File: src/rtl/mips_fetch_pkg.sv
// Purpose : shared types and constants for the instruction fetch stage.
// Latency : n/a (declarations only).
// Backpr. : n/a.
// Contents: fetch_state_t FSM encoding, default NOP word, PC increment,
//           low-address-bit mask used for word alignment.
package mips_fetch_pkg;

    typedef enum logic [1:0] {
        IDLE = 2'd0,    // ready to accept a PC when the output slot allows
        WAIT = 2'd1,    // one read outstanding, result goes to the slot
        DROP = 2'd2     // one read outstanding, result is thrown away
    } fetch_state_t;

    // sll $0,$0,0
    localparam logic [31:0] NOP_INSTR_DEFAULT = 32'h0000_0000;

    localparam int PC_INCR = 4;

    // Byte-offset bits inside a 32-bit instruction word.
    localparam logic [1:0] WORD_ALIGN_MASK = 2'b11;

endpackage

File: src/rtl/instr_fetch_stage_if.sv
// Purpose : PC / instruction-memory / decode handshake bundle for fetch.
// Latency : n/a (wires only).
// Backpr. : PCReady toward the PC, IDReady from decode.
// Ports   : slave = fetch stage side, master = environment side
//           (PC source, instruction memory, decode).
interface instr_fetch_stage_if #(
    parameter int ADDR_W = 32,
    parameter int DATA_W = 32
);
    logic [ADDR_W-1:0] PC;
    logic              PCValid;
    logic              PCReady;
    logic              Flush;
    logic              MemReq;
    logic [ADDR_W-1:0] MemAddr;
    logic              MemRdValid;
    logic [DATA_W-1:0] MemRdData;
    logic              IDValid;
    logic              IDReady;
    logic [DATA_W-1:0] IDInstr;
    logic [ADDR_W-1:0] IDPCPlus4;
    logic              AlignErr;

    modport slave (
        input  PC, PCValid, Flush, MemRdValid, MemRdData, IDReady,
        output PCReady, MemReq, MemAddr, IDValid, IDInstr, IDPCPlus4, AlignErr
    );

    modport master (
        output PC, PCValid, Flush, MemRdValid, MemRdData, IDReady,
        input  PCReady, MemReq, MemAddr, IDValid, IDInstr, IDPCPlus4, AlignErr
    );
endinterface

File: src/rtl/if_id_slot.sv
// Purpose : single-entry IF/ID register holding instruction and PC+4.
// Latency : load visible one cycle after the load strobe.
// Backpr. : contents held while valid && !consume; load beats consume,
//           flush clears unless the same cycle loads.
// Ports   : clk/reset (sync, active-high), load + load_instr/load_pc4,
//           consume (decode ready), flush, outputs valid/instr/pc4.
module if_id_slot #(
    parameter int          ADDR_W    = 32,
    parameter int          DATA_W    = 32,
    parameter logic [31:0] NOP_INSTR = 32'h0000_0000
) (
    input  logic              clk,
    input  logic              reset,
    input  logic              load,
    input  logic [DATA_W-1:0] load_instr,
    input  logic [ADDR_W-1:0] load_pc4,
    input  logic              consume,
    input  logic              flush,
    output logic              valid,
    output logic [DATA_W-1:0] instr,
    output logic [ADDR_W-1:0] pc4
);

    always_ff @(posedge clk) begin
        if (reset) begin
            valid <= 1'b0;
            instr <= DATA_W'(NOP_INSTR);
            pc4   <= '0;
        end else begin
            if (load) begin
                instr <= load_instr;
                pc4   <= load_pc4;
            end
            // The caller never asserts load together with a flush that
            // kills it, so a load here always survives.
            if (load)
                valid <= 1'b1;
            else if (flush || (consume && valid))
                valid <= 1'b0;
        end
    end

endmodule

File: src/rtl/instr_fetch_stage.sv
// Purpose : fetch stage; takes a PC, issues one word read, parks the result
//           plus PC+4 in the IF/ID slot. Optional ALIGN_CHECK_EN macro adds
//           misaligned-PC trapping (NOP injected, sticky AlignErr).
// Latency : PC accepted at n -> IDValid at n + mem latency + 1; one read max.
// Backpr. : PC only accepted when the slot is empty or drained that cycle;
//           Flush kills in-flight read (DROP) and clears the slot.
// Ports   : Clk, Reset (sync, active-high), bus (instr_fetch_stage_if.slave).
module instr_fetch_stage
    import mips_fetch_pkg::*;
#(
    parameter int          ADDR_W    = 32,
    parameter int          DATA_W    = 32,
    parameter logic [31:0] NOP_INSTR = NOP_INSTR_DEFAULT
) (
    input  logic                  Clk,
    input  logic                  Reset,
    instr_fetch_stage_if.slave    bus
);

    localparam logic [ADDR_W-1:0] ADDR_MASK = ~ADDR_W'(WORD_ALIGN_MASK);

    fetch_state_t      state, state_nxt;
    logic [ADDR_W-1:0] req_pc;
    logic              pc_ready;
    logic              mem_req;
    logic              misalign;
    logic              load;
    logic [DATA_W-1:0] load_instr;
    logic [ADDR_W-1:0] load_pc4;

`ifdef ALIGN_CHECK_EN
    logic align_err;

    assign misalign = (bus.PC[1:0] & WORD_ALIGN_MASK) != 2'b00;

    always_ff @(posedge Clk) begin
        if (Reset)
            align_err <= 1'b0;
        else if (bus.PCValid && pc_ready && misalign)
            align_err <= 1'b1;
    end

    assign bus.AlignErr = align_err;
`else
    assign misalign     = 1'b0;
    assign bus.AlignErr = 1'b0;
`endif

    always_ff @(posedge Clk) begin
        if (Reset) begin
            state  <= IDLE;
            req_pc <= '0;
        end else begin
            state <= state_nxt;
            if (mem_req)
                req_pc <= bus.PC;
        end
    end

    always_comb begin
        state_nxt  = state;
        pc_ready   = 1'b0;
        mem_req    = 1'b0;
        load       = 1'b0;
        load_instr = bus.MemRdData;
        load_pc4   = req_pc + ADDR_W'(PC_INCR);
        case (state)
            IDLE: begin
                // Slot must be free (or draining now) before we ask memory,
                // so a response can never find the slot occupied.
                pc_ready = !Reset && !bus.Flush && (!bus.IDValid || bus.IDReady);
                if (bus.PCValid && pc_ready) begin
                    if (misalign) begin
                        load       = 1'b1;
                        load_instr = DATA_W'(NOP_INSTR);
                        load_pc4   = bus.PC + ADDR_W'(PC_INCR);
                    end else begin
                        mem_req   = 1'b1;
                        state_nxt = WAIT;
                    end
                end
            end
            WAIT: begin
                if (bus.MemRdValid) begin
                    load      = !bus.Flush;
                    state_nxt = IDLE;
                end else if (bus.Flush) begin
                    state_nxt = DROP;
                end
            end
            DROP: begin
                if (bus.MemRdValid)
                    state_nxt = IDLE;
            end
            default: state_nxt = IDLE;
        endcase
    end

    assign bus.PCReady = pc_ready;
    assign bus.MemReq  = mem_req;
    assign bus.MemAddr = mem_req ? (bus.PC & ADDR_MASK) : '0;

    if_id_slot #(
        .ADDR_W    (ADDR_W),
        .DATA_W    (DATA_W),
        .NOP_INSTR (NOP_INSTR)
    ) u_slot (
        .clk        (Clk),
        .reset      (Reset),
        .load       (load),
        .load_instr (load_instr),
        .load_pc4   (load_pc4),
        .consume    (bus.IDReady),
        .flush      (bus.Flush),
        .valid      (bus.IDValid),
        .instr      (bus.IDInstr),
        .pc4        (bus.IDPCPlus4)
    );

endmodule

File: src/flat_wrapper.sv
// flat-port wrapper written by rule: the top's interface ports become plain ports
module instr_fetch_stage_flat import mips_fetch_pkg::*;
#(
    parameter int          ADDR_W    = 32,
    parameter int          DATA_W    = 32,
    parameter logic [31:0] NOP_INSTR = NOP_INSTR_DEFAULT
)
  (Clk, Reset, bus_PC, bus_PCValid, bus_Flush, bus_MemRdValid, bus_MemRdData, bus_IDReady, bus_PCReady, bus_MemReq, bus_MemAddr, bus_IDValid, bus_IDInstr, bus_IDPCPlus4, bus_AlignErr);
  instr_fetch_stage_if #(.ADDR_W(ADDR_W), .DATA_W(DATA_W)) bus_i ();
  input  logic Clk;
  input  logic Reset;
  input wire logic [$bits(bus_i.PC)-1:0] bus_PC;
  input wire logic [$bits(bus_i.PCValid)-1:0] bus_PCValid;
  input wire logic [$bits(bus_i.Flush)-1:0] bus_Flush;
  input wire logic [$bits(bus_i.MemRdValid)-1:0] bus_MemRdValid;
  input wire logic [$bits(bus_i.MemRdData)-1:0] bus_MemRdData;
  input wire logic [$bits(bus_i.IDReady)-1:0] bus_IDReady;
  output wire logic [$bits(bus_i.PCReady)-1:0] bus_PCReady;
  output wire logic [$bits(bus_i.MemReq)-1:0] bus_MemReq;
  output wire logic [$bits(bus_i.MemAddr)-1:0] bus_MemAddr;
  output wire logic [$bits(bus_i.IDValid)-1:0] bus_IDValid;
  output wire logic [$bits(bus_i.IDInstr)-1:0] bus_IDInstr;
  output wire logic [$bits(bus_i.IDPCPlus4)-1:0] bus_IDPCPlus4;
  output wire logic [$bits(bus_i.AlignErr)-1:0] bus_AlignErr;
  assign bus_i.PC = bus_PC;
  assign bus_i.PCValid = bus_PCValid;
  assign bus_i.Flush = bus_Flush;
  assign bus_i.MemRdValid = bus_MemRdValid;
  assign bus_i.MemRdData = bus_MemRdData;
  assign bus_i.IDReady = bus_IDReady;
  assign bus_PCReady = bus_i.PCReady;
  assign bus_MemReq = bus_i.MemReq;
  assign bus_MemAddr = bus_i.MemAddr;
  assign bus_IDValid = bus_i.IDValid;
  assign bus_IDInstr = bus_i.IDInstr;
  assign bus_IDPCPlus4 = bus_i.IDPCPlus4;
  assign bus_AlignErr = bus_i.AlignErr;
  instr_fetch_stage #(.ADDR_W(ADDR_W), .DATA_W(DATA_W), .NOP_INSTR(NOP_INSTR)) u_core (.Clk(Clk), .Reset(Reset), .bus(bus_i));
endmodule
File: config.mk
export PLATFORM = sky130hd
export DESIGN_NAME = instr_fetch_stage_flat
export DESIGN_NICKNAME = d
export VERILOG_FILES = /design/src/rtl/mips_fetch_pkg.sv /design/src/rtl/instr_fetch_stage_if.sv /design/src/rtl/if_id_slot.sv /design/src/rtl/instr_fetch_stage.sv /design/src/flat_wrapper.sv
export SDC_FILE = /design/constraint.sdc
export NUM_CORES = 1
export LEC_CHECK = 0
export CAP_MARGIN = 0
export CORE_ASPECT_RATIO = 1.1
export CORE_UTILIZATION = 43
export CTS_CLUSTER_DIAMETER = 100
export CTS_CLUSTER_SIZE = 16
export DETAILED_ROUTE_END_ITERATION = 8
export GPL_TIMING_DRIVEN = 0
export PLACE_DENSITY = 0.8
export SKIP_LAST_GASP = 1
export SYNTH_ARGS = -nofsm -noshare
export SYNTH_HDL_FRONTEND = slang
export SYNTH_SLANG_ARGS = --single-unit
File: constraint.sdc
create_clock -name Clk -period 3.2 [get_ports Clk]
set_clock_uncertainty 0.15 [all_clocks]
set_input_delay 0.8 -clock Clk [delete_from_list [all_inputs] [get_ports Clk]]
set_output_delay 0.8 -clock Clk [all_outputs]
set_load 0.02 [all_outputs]
==> impl_metrics.yaml, run 1 <==
global_routing:
  grtUsageTotal: 0.240
  grt_max_degree: 16
  grt_pass1_vias: 4072
  use_met3: 0.0375
  grt_util_met2: 0.438
  overflow: 0
  use_met1: 0.264
  grt_pass1_wl_um: 18900
  grt_busiest_layer: "met2"
  antenna_found_initial: 0
power:
  power_w: 0.00241
  clockPowerShare: 0.361
  powerDensity_nw_per_um2: 382
  internal-power_w: 0.00186
  swShare: 0.229
  peakVddDrop_v: 0.000263
  combPwrFrac: 0.110
  p_leak_nw: 2.43
  power.switching_w: 0.000553
  seq_power_share: 0.530
logic_synthesis:
  synthTopCellsByArea: "dfxtp_1, nand2_1, a21oi_1"
  synthCells: 531
  synth_area_um2: 4200
  synth-main-ff-cell: "dfxtp_1"
  ys_types: 46
  synth-seq-cells: 99
  synth-edff-count: 0
  synth_top_area_share: 0.472
  yosys-top-cells-count: "nand2_1, dfxtp_1, a21oi_1"
  synth.most_common_cell: "nand2_1"
  yosysWarnings: 0
  syn_area_per_cell_um2: 7.91
  ys_seq_area_frac: 0.472
  yosys.area.top_type: "dfxtp_1"
  async_flop_share: 0
placement:
  placedCellCount: 815
  hpwl_um: 9380
  placed_cell_area_um2: 6010
  io_buffers: 165
  finalWeightedCongestion: 0.825
clock_network:
  cts_sinks: 99
  htree_levels: 3
  numCtsBuffers: 9
  clk_pin_slew_ns: 0.09
  clock_latency_ns: 0.35
  cts_root_buf: "clkbuf_8"
  clockBufferDepth: 2
  cts_tree: "built"
sta:
  max_freq_ghz: 0.324
  timing.final.crit_share: 0.966
  grt_setup_unrepaired: "no"
  slew_headroom: 0.632
  setup_viol: 0
  min_period_ns: 3.09
  hold_viol: 0
  slew_viol_final: 0
  worst-slew-pin-transition_ns: 0.552
detailed_routing:
  wl_per_cell_um: 14.7
  wl_um: 12300
  firstDrtPassIters: 4
  drt-initial-drc-count: 178
  viasPerCell: 5.18
  num_vias: 4338
  remaining_drc_errors: 0
  drtAntennaViolNets: 0
layout:
  finalNonFillerCells: 838
  fin_area_um2: 6310
  post-route-util: 0.668
  fin_nets: 788
  area_growth_pct: 50.1
  antennaDiodeCount: 0
  drive_above_1_share: 0.123
floorplan:
  die_x_um: 96.3
  chipHeight_um: 106
  ios: 170
  rows: 37
  die_area_um2: 10200
  initial_core_util: 0.445
  core_area_um2: 9440
worst_setup_path:
  worst-endpoint-required_ns: 2.25
  path_buf_inv: 6
  start_kind: "primary input"
  max_stage_delay_ns: 0.24
  cp_slowest_cell: "clkdlybuf4s15_1"
  path_class: "in -> out"
  cp_cell_sequence: "clkdlybuf4s15_1, nor2_2, nand4_1, inv_2, buf_6, clkbuf_16, nand2_1, inv_1, buf_2"
  crit_family: "buffers and inverters"
  crit_path_end_kind: "output port"
  reg2reg_slack_ns: 0.88
  cp_max_fo: 5
  arrival_ns: 2.14
run:
  maxCapViolations: 0
min_path:
  hold_path_class: "reg -> reg"
run_status:
  status: "completed"
-- layer usage --
metal / wire length (um) / vias to the layer above
met5: 0 / -
met4: 291 / 0
li1: - / 2168
met3: 902 / 20
met2: 6400 / 177
met1: 4700 / 1973
-- logic make-up after synthesis --
kind of cell / after synthesis / share of synthesized area
compound gates: 116 / 0.166
flops: 99 / 0.472
simple gates: 231 / 0.255
other cells: 1 / 0.000892
fa+ha+maj: 1 / 0.00298
xor+xnor: 12 / 0.0250
buf+inv: 71 / 0.0783
-- power by group through the flow --
stage          logic [W]  clock network [W]  registers [W]
6_report        0.000264           0.000868        0.00128
2_1_floorplan  0.0000949                  0        0.00131
3_5_place_dp    0.000253                  0        0.00130
5_1_grt         0.000285           0.000930        0.00128
3_3_place_gp    0.000248                  0        0.00130
4_1_cts         0.000260           0.000883        0.00128
-- flip-flops by register name, indices dropped and copies added (netlist names) --
register             flops
u_core.req_pc           32
u_core.u_slot.instr     32
u_core.u_slot.pc4       32
u_core.state             2
u_core.u_slot.valid      1
-- worst min-delay path, delay by kind of cell (launching register included) --
family,cells,cell delay [ns]
simple gates,1,0.06
flops,1,0.32
compound gates,1,0.05
-- layout by cell type, fill, tap and decap left out, types with 2 or more instances in the layout --
cell type        synthesis  layout
dlygate4sd2_1            0       2
clkdlybuf4s50_1          0     131
or4_1                    9       9
and2_2                   2       2
nand3_1                  5       5
buf_6                    2      14
clkbuf_16                0       2
bufinv_16                0       2
buf_2                    2      15
and3_1                   3       3
clkbuf_1                26      25
a21oi_1                 70      70
nor2b_1                  2       2
clkdlybuf4s15_1          0       2
conb_1                   1       3
xor2_1                   9       9
a311oi_1                15      15
clkinvlp_4               0       2
clkbuf_8                 3      13
xnor2_1                  3       3
nor2_1                  31      30
nand2_2                  0       3
dfxtp_1                 99      99
inv_2                    0       5
a211oi_1                12      12
buf_4                    4      15
nand4_1                 11      11
nand2_1                144     140
inv_1                   33      28
and2_1                   2       2
or3_1                    5       5
and4_1                   2       2
o31ai_1                 10      10
o21ai_0                  6       6
-- stage by stage --
step	setup WS, ns	setup TNS [ns]	hold slack, ns
after floorplan	0.119	0	0.282
after global placement	-1.29	-33.40	0.286
after detailed placement	-1.36	-35.99	0.299
after CTS	0.0431	0	0.311
after global routing	0.00552	0	0.331
final	0.110	0	0.311
-- area by class of cell --
type / instances / area, um2
flip-flops and latches: 99 / 1980
repair buffers: 173 / 1660
plain buffers: 38 / 255
clock buffers: 11 / 141
fillers: 796 / 3140
multi-input cells: 363 / 1920
clock inverters: 4 / 75.1
well taps: 117 / 146
inverters: 33 / 124
-- timing repair --
item,CTS,global route
hold buffers,0,0
gates resized for setup,143,29
setup endpoints to repair,31,22
pin swaps,1,1
endpoints found under the hold margin,0,0
setup buffers,5,0
cloned,2,1
-- worst paths after layout --
check / from / depth (start not counted) / end
worst max-delay path: bus_Flush / 9 / bus_MemAddr[7]
worst min-delay path: u_core.req_pc[0] / 2 / u_core.u_slot.pc4[0]
worst max register to register: u_core.req_pc[2] / 6 / u_core.u_slot.pc4[28]
worst min register to register: u_core.req_pc[0] / 2 / u_core.u_slot.pc4[0]
(Power assumes the default switching activity.)
==> inputs of run 2 (changes only) <==
CORE_ASPECT_RATIO = 0.75   (was 1.1)
==> run 2 against run 1 <==
  * Final area up 1.3%
  * Maximum frequency down 2.2%
  * Sequential power about the same
  * Via count down 0.58%
  * Largest cell class unchanged
==> impl_metrics.yaml, run 2 (same netlist as run 1, synthesis figures left out) <==
global_routing:
  grt_max_degree: 15
  grtUsageTotal: 0.248
  grt_pass1_wl_um: 19200
  antenna_found_initial: 0
  grt_pass1_vias: 3892
  overflow: 0
layout:
  final_cell_mix: "nand2_1, clkdlybuf4s50_1, dfxtp_1"
  layout_commonest_cell: "nand2_1"
  drive_above_1_share: 0.123
  post-route-util: 0.689
  top_regs: "u_core.req_pc x32, u_core.u_slot.instr x32, u_core.u_slot.pc4 x32"
  area_growth_pct: 52.0
  antennaDiodeCount: 0
  fin_nets: 789
worst_setup_path:
  cp_max_fo: 5
  worst-endpoint-required_ns: 2.25
  start_kind: "primary input"
  crit_path_end_kind: "output port"
  arrival_ns: 2.21
  r2r-start: "u_core.req_pc[2]"
  path_class: "in -> out"
  cp-startpoint: "bus_PCValid"
detailed_routing:
  drt-initial-drc-count: 256
  wl_per_cell_um: 14.9
  viasPerCell: 5.08
  num_vias: 4313
  remaining_drc_errors: 0
  wl_um: 12600
  drtAntennaViolNets: 0
  firstDrtPassIters: 5
sta:
  slew_viol_final: 0
  timing.final.crit_share: 0.988
  grt_setup_unrepaired: "yes"
  worst-slew-pin-transition_ns: 0.549
  tns_ns: 0
  min_period_ns: 3.16
  setup_viol: 0
  slew_headroom: 0.634
  fin_ws_ns: 0.0398
  hold_viol: 0
  max_freq_ghz: 0.316
power:
  seq_power_share: 0.482
  swShare: 0.216
  peakVddDrop_v: 0.000334
  combPwrFrac: 0.101
  internal-power_w: 0.00208
  power.switching_w: 0.000573
  p_leak_nw: 2.47
  clockPowerShare: 0.417
  powerDensity_nw_per_um2: 414
floorplan:
  chipHeight_um: 87.6
  rows: 30
  die_x_um: 116
  initial_core_util: 0.453
  core_area_um2: 9270
  ios: 170
  die_area_um2: 10200
clock_network:
  htree_levels: 3
  clock_latency_ns: 0.34
  clk_pin_slew_ns: 0.06
  cts_root_buf: "clkbuf_16"
  numCtsBuffers: 9
  cts_sinks: 99
  cts_tree: "built"
  clockBufferDepth: 2
min_path:
  hold_path_class: "reg -> reg"
  worstHoldStart: "u_core.u_slot.instr[4]"
placement:
  finalWeightedCongestion: 0.837
  place_ws_ns: -1.27
  io_buffers: 165
  hpwl_um: 9220
run:
  maxCapViolations: 0
run_status:
  status: "completed"
[run 2: cell count changes in the layout (fill, tap and decap cells not counted), moves of 2 or more]
cell / previous run / this run
buf_4: 15 / 23
clkbuf_16: 2 / 9
buf_6: 14 / 6
clkinvlp_4: 2 / 0
clkbuf_8: 13 / 7
clkdlybuf4s15_1: 2 / 0
inv_2: 5 / 3
[run 2: path summary, 6_finish.rpt]
path / cells past startpoint / to / slack, ns
setup reg to reg: 6 / u_core.u_slot.pc4[30] / 0.95
hold / removal: 2 / u_core.u_slot.instr[4] / 0.30
hold reg to reg: 2 / u_core.u_slot.instr[4] / 0.30
setup / recovery: 8 / bus_MemAddr[25] / 0.04
[run 2: worst max-delay path, stage by stage]
cell and delay (ns):
clkdlybuf4s50_1 0.46, nand4_1 0.22, inv_4 0.17, buf_4 0.13, buf_8 0.11, nand2_1 0.10, inv_1 0.06, buf_2 0.15
[run 2: cell type report]
| class | instances | area [um2] |
|---|---|---|
| well taps | 128 | 160 |
| clock inverters | 3 | 65.1 |
| fillers | 782 | 2880 |
| clock buffers | 11 | 233 |
| flip-flops and latches | 99 | 1980 |
| repair buffers | 174 | 1660 |
| plain buffers | 38 | 236 |
| inverters | 33 | 126 |
| multi-input cells | 363 | 1920 |
[run 2: power by group through the flow]
stage	combinational, W	clock [W]	sequential [W]
floorplan	0.0000949	0	0.00131
global placement	0.000247	0	0.00130
detailed placement	0.000251	0	0.00130
CTS	0.000266	0.00112	0.00128
global route	0.000286	0.00117	0.00128
finish	0.000266	0.00110	0.00128
[run 2: layer usage]
metal	share of wire	track usage	vias up
li1	-	-	2172
met1	0.44	0.323	1989
met2	0.49	0.415	140
met3	0.067	0.0588	12
met4	0.011	0.0629	0
met5	0	0	-
[run 2: timing repair]
item                                    in CTS  in global routing
pin swaps                                    1                  0
endpoints found under the setup margin      32                  4
cloned                                       3                  0
endpoints found under the hold margin        0                  0
buffers inserted                             6                  0
resized for setup                          167                  3
hold buffers                                 0                  0
[run 2: through the flow]
| stage | hold WS [ns] | std cells | cell area [um2] | total power (W) |
|---|---|---|---|---|
| 6_report | 0.304 | 849 | 6390 | 0.00265 |
| 5_1_grt | 0.317 | 849 | 6390 | 0.00273 |
| 4_1_cts | 0.306 | 849 | 6380 | 0.00266 |
| 3_5_place_dp | 0.297 | 826 | 6020 | 0.00155 |
| 3_3_place_gp | 0.291 | 826 | 6020 | 0.00155 |
| 2_1_floorplan | 0.282 | 533 | 4210 | 0.00140 |
==> RTL edit (flow settings as in run 2) <==
`DATA_W` is set to 32 in 4 places; all go to 64.
--- a/src/rtl/instr_fetch_stage_if.sv
+++ b/src/rtl/instr_fetch_stage_if.sv
@@ -7,3 +7,3 @@
     parameter int ADDR_W = 32,
-    parameter int DATA_W = 32
+    parameter int DATA_W = 64
 );
--- a/src/rtl/if_id_slot.sv
+++ b/src/rtl/if_id_slot.sv
@@ -8,3 +8,3 @@
     parameter int          ADDR_W    = 32,
-    parameter int          DATA_W    = 32,
+    parameter int          DATA_W    = 64,
     parameter logic [31:0] NOP_INSTR = 32'h0000_0000
--- a/src/rtl/instr_fetch_stage.sv
+++ b/src/rtl/instr_fetch_stage.sv
@@ -11,3 +11,3 @@
     parameter int          ADDR_W    = 32,
-    parameter int          DATA_W    = 32,
+    parameter int          DATA_W    = 64,
     parameter logic [31:0] NOP_INSTR = NOP_INSTR_DEFAULT
--- a/src/flat_wrapper.sv
+++ b/src/flat_wrapper.sv
@@ -4,3 +4,3 @@
     parameter int          ADDR_W    = 32,
-    parameter int          DATA_W    = 32,
+    parameter int          DATA_W    = 64,
     parameter logic [31:0] NOP_INSTR = NOP_INSTR_DEFAULT
Ports: changed (resized bus_IDInstr and bus_MemRdData); port bits go from 170 to 234. No check against the original RTL was run, so the function may have changed too.
==> RTL edit against run 2 <==
  * Total power increased by 54%
  * Largest cell class is now non-clock buffers
  * Worst hold slack lost 1.8 ps
  * Highest routed layer unchanged
  * Synthesized area up 26%
  * Combinational power increased by 37%
  * Synthesized cell count rose by 26%
  * Global-route usage is 2.8 points higher
  * Non-clock buffer count grew 78
  * Wire length is 40% higher
  * Design area up 37%
  * Sequential cell count increased by 32
  * Worst setup slack gained 110 ps
  * Register-to-register slack improved by 60 ps
==> RTL edit: results (changes against run 2) <==
.. list-table::
   :header-rows: 1

   * - Metric
     - Value
   * - Arrival time at the worst endpoint
     - 2100 ps (-110 ps)
   * - Total Wirelength
     - 17,700 um (+40%)
   * - Biggest registers after layout
     - u_core.u_slot.instr: 64 flops, u_core.req_pc: 32 flops, u_core.u_slot.pc4: 32 flops
   * - Synthesized-area fraction occupied by adder cells
     - 0.237% (-0.061 points)
   * - Summed area of non-filler cells in the final layout
     - 0.00876 mm^2 (+37%)
   * - Worst-case vdd ir drop
     - 0.000434 V (+30%)
   * - Iteration-0 DRC count of the detailed router
     - 344 (+34%)
   * - Final HPWL DP
     - 12,500 um (+35%)
   * - Synthesized netlist cell count
     - 671 (+26%)
   * - Startpoint of the lowest-slack hold path
     - u_core.u_slot.instr[36]$_SDFFE_PP0P_
   * - Met1 track utilization from global routing
     - 38.1% (+5.7 points)
   * - Post-place setup slack
     - -1330 ps (-53.0 ps)
   * - Leading post-synthesis cells by cell area
     - sky130_fd_sc_hd__dfxtp_1 (50%), sky130_fd_sc_hd__nand2_1 (15%), sky130_fd_sc_hd__a21oi_1 (9.7%)
   * - Maximum fanout count along the critical path
     - 8 (+3)
   * - Part of the power in combinational logic
     - 9.0% (-1.1 points)
   * - Footprint of the multi-input gates
     - 0.00246 mm^2 (+28%)
   * - Area occupied by registers
     - 0.00262 mm^2 (+32%)
   * - Register-to-Register Setup Slack
     - 1010 ps (+60 ps)
   * - Cell leakage power
     - 3.30 nW (+33%)
   * - PostCTS Resize Cnt
     - 139 (-17%)
   * - Wire length of the first global-routing pass
     - 26,800 um (+40%)
   * - Global routing met3 resource utilization
     - 6.36% (+0.47 points)
   * - Filler cell count
     - 911 (+16%)
   * - Number of nets in the finished design
     - 1,035 (+31%)
   * - Post-CTS repair timing setup buffer count
     - 4 (-2)
   * - Pre-antenna DRT Iters
     - 4 (-1)
   * - Non-Clock Buffer Count
     - 290 (+37%)
   * - Total global routing track utilization
     - 27.6% (+2.8 points)
   * - Part of the Yosys area used for sequential elements
     - 49.6% (+2.5 points)
   * - Standard-cell row count
     - 34 (+13%)
   * - Via count normalized by instance count
     - 5.06 (-0.47%)
   * - Cell area after placement
     - 0.00779 mm^2 (+29%)
   * - Count of sequential standard cells
     - 131 (+32%)
   * - Status
     - finished clean
   * - Clock distribution area overhead in the final layout
     - 7.03% (+2.4 points)
-- RTL edit: worst max-delay path, stage by stage --
cell and delay (ps):
sky130_fd_sc_hd__clkdlybuf4s50_1 460, sky130_fd_sc_hd__nand4_1 220, sky130_fd_sc_hd__clkinv_4 210, sky130_fd_sc_hd__buf_8 170, sky130_fd_sc_hd__nand2_4 70, sky130_fd_sc_hd__inv_2 60, sky130_fd_sc_hd__buf_6 100
-- RTL edit: worst max-delay path by stage --
stage	slack [ps]	from	depth (start not counted)	to
6_report	150	bus_PCValid	7	bus_MemAddr[11]
5_1_grt	70	bus_PCValid	7	bus_MemAddr[25]
4_1_cts	-90	bus_IDReady	8	bus_MemAddr[24]
3_5_place_dp	-1330	bus_Flush	8	bus_MemAddr[30]
3_3_place_gp	-1300	bus_Flush	8	bus_MemAddr[30]
2_1_floorplan	130	Reset	7	bus_MemAddr[24]
-- RTL edit: metal layers --
metal  part of all wire, %  vias up
li1                      -     2778
met1                    45     2584
met2                    46      198
met3                   6.9       32
met4                   2.4        0
met5                     0        -
